--- src/rtl/uart_pkg.sv ---
// Shared types and constants for the UART frame receiver: FSM encoding,
// error codes and the inter-byte timeout calculation.
package uart_pkg;

  typedef enum logic [2:0] {
    ST_IDLE    = 3'd0,
    ST_CMD     = 3'd1,
    ST_LEN     = 3'd2,
    ST_PAYLOAD = 3'd3,
    ST_CHK     = 3'd4,
    ST_HOLD    = 3'd5
  } state_t;

  localparam logic [1:0] ERR_LEN     = 2'd0;
  localparam logic [1:0] ERR_CHK     = 2'd1;
  localparam logic [1:0] ERR_TIMEOUT = 2'd2;
  localparam logic [1:0] ERR_OVERRUN = 2'd3;

  localparam logic [7:0] DEF_SYNC_BYTE = 8'h55;
  localparam int         DEF_CLK_FREQ  = 12_000_000;
  localparam int         DEF_BAUDRATE  = 9600;

  // One byte time on the line is 10 bit times (start + 8 data + stop).
  function automatic int timeout_cycles(input int clk_freq, input int baudrate,
                                        input int nbytes);
    return nbytes * 10 * (clk_freq / baudrate);
  endfunction

endpackage

--- src/rtl/uart_frame_rx_if.sv ---
// Byte-strobe input, held-frame handshake and payload read port of the frame receiver.
// Handshake: a byte is taken only in a cycle with i_rx_done=1; o_frame_valid stays high until a cycle with i_frame_ack=1.
interface uart_frame_rx_if #(
  parameter int p_MAX_LEN = 16
);
  localparam int AW = $clog2(p_MAX_LEN);

  logic                  i_rx_done;
  logic [7:0]            i8_rx_data;
  logic                  o_frame_valid;
  logic [7:0]            o8_frame_cmd;
  logic [7:0]            o8_frame_len;
  logic                  i_frame_ack;
  logic [AW-1:0]         iN_rd_addr;
  logic [7:0]            o8_rd_data;
  logic                  o_err;
  logic [1:0]            o2_err_code;
  uart_pkg::state_t      o3_dbg_state;

  modport master (
    output i_rx_done, i8_rx_data, i_frame_ack, iN_rd_addr,
    input  o_frame_valid, o8_frame_cmd, o8_frame_len, o8_rd_data,
           o_err, o2_err_code, o3_dbg_state
  );

  modport slave (
    input  i_rx_done, i8_rx_data, i_frame_ack, iN_rd_addr,
    output o_frame_valid, o8_frame_cmd, o8_frame_len, o8_rd_data,
           o_err, o2_err_code, o3_dbg_state
  );
endinterface

--- src/rtl/uart_byte_buf.sv ---
// Payload buffer: synchronous write, registered read. Contents survive reset;
// only the read register is cleared.
module uart_byte_buf #(
  parameter int p_DEPTH = 16,
  parameter int p_AW    = $clog2(p_DEPTH)
) (
  input  logic            i_clk,
  input  logic            i_rst,
  input  logic            i_we,
  input  logic [p_AW-1:0] iN_waddr,
  input  logic [7:0]      i8_wdata,
  input  logic [p_AW-1:0] iN_raddr,
  output logic [7:0]      o8_rdata
);

  logic [7:0] mem_q [p_DEPTH];
  logic [7:0] rdata_q;

  always_ff @(posedge i_clk) begin
    if (i_we) begin
      mem_q[iN_waddr] <= i8_wdata;
    end
  end

  always_ff @(posedge i_clk) begin
    if (i_rst) begin
      rdata_q <= 8'h00;
    end else begin
      rdata_q <= mem_q[iN_raddr];
    end
  end

  assign o8_rdata = rdata_q;

endmodule

--- src/rtl/uart_frame_rx.sv ---
// Assembles SYNC/CMD/LEN/payload/CHK frames from a byte strobe stream, holds a
// validated frame until acked, and pulses error codes for bad frames.
module uart_frame_rx
  import uart_pkg::*;
#(
  parameter int         p_MAX_LEN       = 16,
  parameter logic [7:0] p_SYNC_BYTE     = DEF_SYNC_BYTE,
  parameter int         p_CLK_FREQ      = DEF_CLK_FREQ,
  parameter int         p_BAUDRATE      = DEF_BAUDRATE,
  parameter int         p_TIMEOUT_BYTES = 4
) (
  input  logic            i_clk,
  input  logic            i_rst,
  uart_frame_rx_if.slave  bus
);

  localparam int AW       = $clog2(p_MAX_LEN);
  localparam int TO_LIMIT = timeout_cycles(p_CLK_FREQ, p_BAUDRATE, p_TIMEOUT_BYTES);
  localparam int TW       = $clog2(TO_LIMIT + 1);

  state_t          state_q, state_d;
  logic [7:0]      cmd_q, cmd_d;
  logic [7:0]      len_q, len_d;
  logic [7:0]      chk_q, chk_d;
  logic [AW-1:0]   idx_q, idx_d;
  logic [TW-1:0]   to_cnt_q, to_cnt_d;
  logic            err_q, err_d;
  logic [1:0]      err_code_q, err_code_d;
  logic            buf_we;
  logic            to_active;

  always_ff @(posedge i_clk) begin
    if (i_rst) begin
      state_q    <= ST_IDLE;
      cmd_q      <= 8'h00;
      len_q      <= 8'h00;
      chk_q      <= 8'h00;
      idx_q      <= '0;
      to_cnt_q   <= '0;
      err_q      <= 1'b0;
      err_code_q <= 2'd0;
    end else begin
      state_q    <= state_d;
      cmd_q      <= cmd_d;
      len_q      <= len_d;
      chk_q      <= chk_d;
      idx_q      <= idx_d;
      to_cnt_q   <= to_cnt_d;
      err_q      <= err_d;
      err_code_q <= err_code_d;
    end
  end

  assign to_active = (state_q == ST_CMD) || (state_q == ST_LEN) ||
                     (state_q == ST_PAYLOAD) || (state_q == ST_CHK);

  always_comb begin
    state_d    = state_q;
    cmd_d      = cmd_q;
    len_d      = len_q;
    chk_d      = chk_q;
    idx_d      = idx_q;
    to_cnt_d   = to_cnt_q;
    err_d      = 1'b0;
    err_code_d = ERR_LEN;
    buf_we     = 1'b0;

    case (state_q)
      ST_IDLE: begin
        if (bus.i_rx_done && bus.i8_rx_data == p_SYNC_BYTE) begin
          state_d = ST_CMD;
        end
      end
      ST_CMD: begin
        if (bus.i_rx_done) begin
          cmd_d   = bus.i8_rx_data;
          chk_d   = bus.i8_rx_data;
          state_d = ST_LEN;
        end
      end
      ST_LEN: begin
        if (bus.i_rx_done) begin
          if (bus.i8_rx_data > 8'(p_MAX_LEN)) begin
            err_d      = 1'b1;
            err_code_d = ERR_LEN;
            state_d    = ST_IDLE;
          end else begin
            len_d   = bus.i8_rx_data;
            chk_d   = chk_q ^ bus.i8_rx_data;
            idx_d   = '0;
            state_d = (bus.i8_rx_data == 8'h00) ? ST_CHK : ST_PAYLOAD;
          end
        end
      end
      ST_PAYLOAD: begin
        if (bus.i_rx_done) begin
          buf_we = 1'b1;
          chk_d  = chk_q ^ bus.i8_rx_data;
          if (8'(idx_q) == len_q - 8'd1) begin
            state_d = ST_CHK;
          end else begin
            idx_d = idx_q + AW'(1);
          end
        end
      end
      ST_CHK: begin
        if (bus.i_rx_done) begin
          if (bus.i8_rx_data == chk_q) begin
            state_d = ST_HOLD;
          end else begin
            err_d      = 1'b1;
            err_code_d = ERR_CHK;
            state_d    = ST_IDLE;
          end
        end
      end
      ST_HOLD: begin
        // Ack has priority: a byte arriving with the ack is dropped silently.
        if (bus.i_frame_ack) begin
          state_d = ST_IDLE;
        end else if (bus.i_rx_done) begin
          err_d      = 1'b1;
          err_code_d = ERR_OVERRUN;
        end
      end
      default: state_d = ST_IDLE;
    endcase

    // Timeout only fires in cycles without a byte, so it never collides with another error.
    if (!to_active) begin
      to_cnt_d = '0;
    end else if (bus.i_rx_done) begin
      to_cnt_d = '0;
    end else if (to_cnt_q == TW'(TO_LIMIT - 1)) begin
      to_cnt_d   = '0;
      err_d      = 1'b1;
      err_code_d = ERR_TIMEOUT;
      state_d    = ST_IDLE;
    end else begin
      to_cnt_d = to_cnt_q + TW'(1);
    end
  end

  always_comb begin
    bus.o_frame_valid = (state_q == ST_HOLD);
    bus.o8_frame_cmd  = cmd_q;
    bus.o8_frame_len  = len_q;
    bus.o_err         = err_q;
    bus.o2_err_code   = err_code_q;
    bus.o3_dbg_state  = state_q;
  end

  uart_byte_buf #(
    .p_DEPTH (p_MAX_LEN),
    .p_AW    (AW)
  ) u_buf (
    .i_clk    (i_clk),
    .i_rst    (i_rst),
    .i_we     (buf_we),
    .iN_waddr (idx_q),
    .i8_wdata (bus.i8_rx_data),
    .iN_raddr (bus.iN_rd_addr),
    .o8_rdata (bus.o8_rd_data)
  );

endmodule

--- src/flat_wrapper.sv ---
// flat-port wrapper written by rule: the top's interface ports become plain ports
module uart_frame_rx_flat import uart_pkg::*;
#(
  parameter int         p_MAX_LEN       = 16,
  parameter logic [7:0] p_SYNC_BYTE     = DEF_SYNC_BYTE,
  parameter int         p_CLK_FREQ      = DEF_CLK_FREQ,
  parameter int         p_BAUDRATE      = DEF_BAUDRATE,
  parameter int         p_TIMEOUT_BYTES = 4
)
  (i_clk, i_rst, bus_i_rx_done, bus_i8_rx_data, bus_i_frame_ack, bus_iN_rd_addr, bus_o_frame_valid, bus_o8_frame_cmd, bus_o8_frame_len, bus_o8_rd_data, bus_o_err, bus_o2_err_code, bus_o3_dbg_state);
  uart_frame_rx_if #(.p_MAX_LEN(p_MAX_LEN)) bus_i ();
  input  logic i_clk;
  input  logic i_rst;
  input wire logic [$bits(bus_i.i_rx_done)-1:0] bus_i_rx_done;
  input wire logic [$bits(bus_i.i8_rx_data)-1:0] bus_i8_rx_data;
  input wire logic [$bits(bus_i.i_frame_ack)-1:0] bus_i_frame_ack;
  input wire logic [$bits(bus_i.iN_rd_addr)-1:0] bus_iN_rd_addr;
  output wire logic [$bits(bus_i.o_frame_valid)-1:0] bus_o_frame_valid;
  output wire logic [$bits(bus_i.o8_frame_cmd)-1:0] bus_o8_frame_cmd;
  output wire logic [$bits(bus_i.o8_frame_len)-1:0] bus_o8_frame_len;
  output wire logic [$bits(bus_i.o8_rd_data)-1:0] bus_o8_rd_data;
  output wire logic [$bits(bus_i.o_err)-1:0] bus_o_err;
  output wire logic [$bits(bus_i.o2_err_code)-1:0] bus_o2_err_code;
  output wire logic [$bits(bus_i.o3_dbg_state)-1:0] bus_o3_dbg_state;
  assign bus_i.i_rx_done = bus_i_rx_done;
  assign bus_i.i8_rx_data = bus_i8_rx_data;
  assign bus_i.i_frame_ack = bus_i_frame_ack;
  assign bus_i.iN_rd_addr = bus_iN_rd_addr;
  assign bus_o_frame_valid = bus_i.o_frame_valid;
  assign bus_o8_frame_cmd = bus_i.o8_frame_cmd;
  assign bus_o8_frame_len = bus_i.o8_frame_len;
  assign bus_o8_rd_data = bus_i.o8_rd_data;
  assign bus_o_err = bus_i.o_err;
  assign bus_o2_err_code = bus_i.o2_err_code;
  assign bus_o3_dbg_state = bus_i.o3_dbg_state;
  uart_frame_rx #(.p_MAX_LEN(p_MAX_LEN), .p_SYNC_BYTE(p_SYNC_BYTE), .p_CLK_FREQ(p_CLK_FREQ), .p_BAUDRATE(p_BAUDRATE), .p_TIMEOUT_BYTES(p_TIMEOUT_BYTES)) u_core (.i_clk(i_clk), .i_rst(i_rst), .bus(bus_i));
endmodule
--- config.mk ---
export PLATFORM = sky130hd
export DESIGN_NAME = uart_frame_rx_flat
export DESIGN_NICKNAME = d
export VERILOG_FILES = /design/src/rtl/uart_pkg.sv /design/src/rtl/uart_frame_rx_if.sv /design/src/rtl/uart_byte_buf.sv /design/src/rtl/uart_frame_rx.sv /design/src/flat_wrapper.sv
export SDC_FILE = /design/constraint.sdc
export NUM_CORES = 1
export LEC_CHECK = 0
export CAP_MARGIN = 10
export CORE_ASPECT_RATIO = 0.8
export CORE_MARGIN = 3
export CORE_UTILIZATION = 65
export CTS_BUF_LIST = sky130_fd_sc_hd__clkbuf_8
export DETAILED_ROUTE_END_ITERATION = 8
export PLACE_DENSITY = 0.86
export SKIP_LAST_GASP = 1
export SLEW_MARGIN = 20
export SYNTH_ARGS = -nofsm -noshare
export SYNTH_HDL_FRONTEND = slang
export SYNTH_SLANG_ARGS = --single-unit
--- constraint.sdc ---
create_clock -name i_clk -period 6.5 [get_ports i_clk]
set_input_delay 0.975 -clock i_clk [delete_from_list [all_inputs] [get_ports i_clk]]
set_output_delay 0.975 -clock i_clk [all_outputs]
set_load 0.02 [all_outputs]
==> flow_metrics.tcl <==
set metrics [dict create \
    cts_tree "yes" \
    period_needed_ns 3.55 \
    synth_edf_count 128 \
    yosysWarnings 0 \
    p_clk_frac 0.350 \
    numCtsBuffers 17 \
    cp-end-kind "flop" \
    via_per_inst 6.42 \
    routed_wl_mm 16.6 \
    drc 0 \
    hold_viol 0 \
    start_util 0.671 \
    min_period_over_period 0.547 \
    final_common_cell "edfxtp_1" \
    h-tree-depth 4 \
    clock_sinks 186 \
    synthFlopType "edfxtp_1" \
    grt_use_total 0.261 \
    fill_cells 673 \
    rsz0062_at_grt "no" \
    wl_per_cell_um 22.1 \
    final_max_slew_viol_count 0 \
    die_width_um 128 \
    synth-seq-area-share 0.643 \
    start_kind "primary input" \
    final.setup.tns_ns 0 \
    crit_required_ns 6.58 \
    max_cap_viol_count 0 \
    clock_latency_ns 0.46 \
    drt_iter0_markers 576 \
    yosys.area.top_type "edfxtp_1" \
    nets 610 \
    antennaDiodeCount 0 \
    synth_fp_nets 571 \
    synthToLayoutAreaGrowth_pct 12.2 \
    worst_clock_skew_ns 0.0152 \
    grt_pass1_vias 4745 \
    synth_area_leaders "edfxtp_1 (49%), dfxtp_1 (15%), mux4_2 (12%), nor2_1 (2.4%), nand2_1 (2.1%)" \
    run_status "complete, no violations" \
    intPower_uw 1660 \
    cp_max_fo 10 \
    min_path_type "reg2reg" \
    arrival_ns 3.63 \
    dp_slack_ns 2.52 \
    netlist-cell-type-count 54 \
    worstMarginPinSlew_ns 1.01 \
    p_comb_frac 0.051 \
    mostFrequentLayoutCells "edfxtp_1 (128), dfxtp_1 (58), nor2_1 (49), clkdlybuf4s50_1 (45), nand2_1 (44)" \
    holdBufCountCts 0 \
    path_class "in2reg" \
    grt_max_degree 39 \
    whs_ns 0.469 \
    fp.dieH_um 104 \
    vias 4808 \
    peakVddDrop_mv 0.152 \
    cts_setup_buffers 0 \
    pwr-share-seq 0.598 \
    synth.top_cell.area_share 0.494 \
    p_per_area_nw_per_um2 242 \
    fin_ws_ns 2.95 \
    antenna_found_initial 0 \
    ant_nets 0 \
    port_buffers 46 \
    dp.final_hpwl_mm 10.7 \
    globalplace.congestion 0.896 \
    drive_gt1_frac 0.150 \
    syn_area_um2 7780 \
    path_clk_slew_ns 0.08 \
    setup_viol 0 \
    p_leak_uw 0.00280 \
    ctsLongestPathBuffers 2 \
    floorplan.rows 35 \
    dr.pass1.iters 7 \
    clock-root-buffer "clkbuf_8" \
    grt_pass1_wl_mm 26.1 \
    ys_ff_latch 186 \
    grt.overflow.total 0 \
    relSlewSlack 0.323 \
    synthCells 549 \
    async_flop_share 0 \
    max_freq_ghz 0.281 \
    die-area_um2 13300 \
    power_switching_uw 456 \
    ioPinCount 47 \
    coreArea_um2 11600 \
    post_cts_resize_count 0 \
    power.total_uw 2120 \
    syn_area_per_cell_um2 14.2 \
    p_sw_frac 0.215 \
]
## power groups by stage
stage / sequential, uW / clock [uW] / combinational [uW]
2_1_floorplan: 1300 / 0 / 55.7
3_3_place_gp: 1290 / 0 / 105
3_5_place_dp: 1290 / 0 / 109
4_1_cts: 1270 / 746 / 109
5_1_grt: 1270 / 797 / 116
6_report: 1270 / 742 / 108
## Yosys cell counts (all sizes together), types with 2 or more instances
cell / count
and4: 2
or4: 3
or3: 2
nor4: 6
xnor2: 11
edfxtp: 128
xor2: 17
a21oi: 19
dfxtp: 58
mux2i: 6
o211ai: 8
nand4: 5
ha: 6
nor3: 15
a22oi: 6
and3: 3
and2: 4
inv: 9
nand2b: 7
clkbuf: 27
nand3: 10
o21ai: 5
a211oi: 3
buf: 7
mux4: 40
a31oi: 6
o21bai: 2
nor2: 49
nor2b: 14
o31ai: 9
nand2: 44
## path summary, 6_finish.rpt
check,from,endpoint,slack [ns],cells after the start
worst min-delay path,u_core.bus.o8_frame_cmd[1],u_core.bus.o8_frame_cmd[1],0.47,2
worst min register to register,u_core.bus.o8_frame_cmd[1],u_core.bus.o8_frame_cmd[1],0.47,2
worst max-delay path,bus_i_rx_done,u_core.u_buf.mem_q[3][0],2.95,5
worst max register to register,u_core.bus.o3_dbg_state[2],u_core.u_buf.mem_q[3][0],3.71,4
## area by class of cell
| class | count | area, um^2 | share of cell area |
|---|---|---|---|
| sequential | 186 | 5000 | 0.573 |
| multi-input combinational | 320 | 2620 | 0.299 |
| timing repair buffer | 54 | 518 | 0.0593 |
| clock buffer | 18 | 248 | 0.0284 |
| tap | 148 | 185 | 0.0212 |
| clock inverter | 14 | 133 | 0.0152 |
| inverter | 9 | 33.8 | 0.00387 |
## worst max-delay path, cell delays in order
cell             delay, ns
clkdlybuf4s50_1       0.65
nor2b_1               0.55
and3_1                0.39
nand2_1               0.23
nor3_1                0.82
## kinds of logic (layout without fill, tap and decap cells)
kind of cell	count (synthesis)	count (layout)	synth area share
compound gates	70	70	0.0635
fa+ha+maj	6	6	0.00964
simple gates	170	170	0.107
buf+inv	43	95	0.0225
xor+xnor	28	28	0.0315
flops	186	186	0.643
mux	46	46	0.123
## routing by layer
layer  share of wire  global-route usage  up-vias
li1                -                   -     2149
met5               0                   0        -
met3           0.091              0.0806       23
met1            0.41               0.372     2404
met2            0.48               0.389      232
met4           0.015              0.0856        0
## sequential cells by signal (all words and copies together), names as in the netlist
| signal | cells |
|---|---|
| u_core.u_buf.o8_rdata | 8 |
| u_core.idx_q | 4 |
| u_core.chk_q | 8 |
| u_core.bus.o8_frame_cmd | 8 |
| u_core.to_cnt_q | 16 |
| u_core.bus.o2_err_code | 2 |
| u_core.u_buf.mem_q | 128 |
| u_core.bus.o3_dbg_state | 3 |
| u_core.bus.o_err | 1 |
| u_core.bus.o8_frame_len | 8 |
## stage by stage
stage / std cells / util / area [um^2]
floorplan: 549 / - / 7780
global placement: 717 / 0.719 / 8340
detailed placement: 717 / 0.719 / 8340
CTS: 749 / 0.752 / 8720
global route: 749 / 0.753 / 8740
finish: 749 / 0.753 / 8740
(Power assumes the default switching activity.)
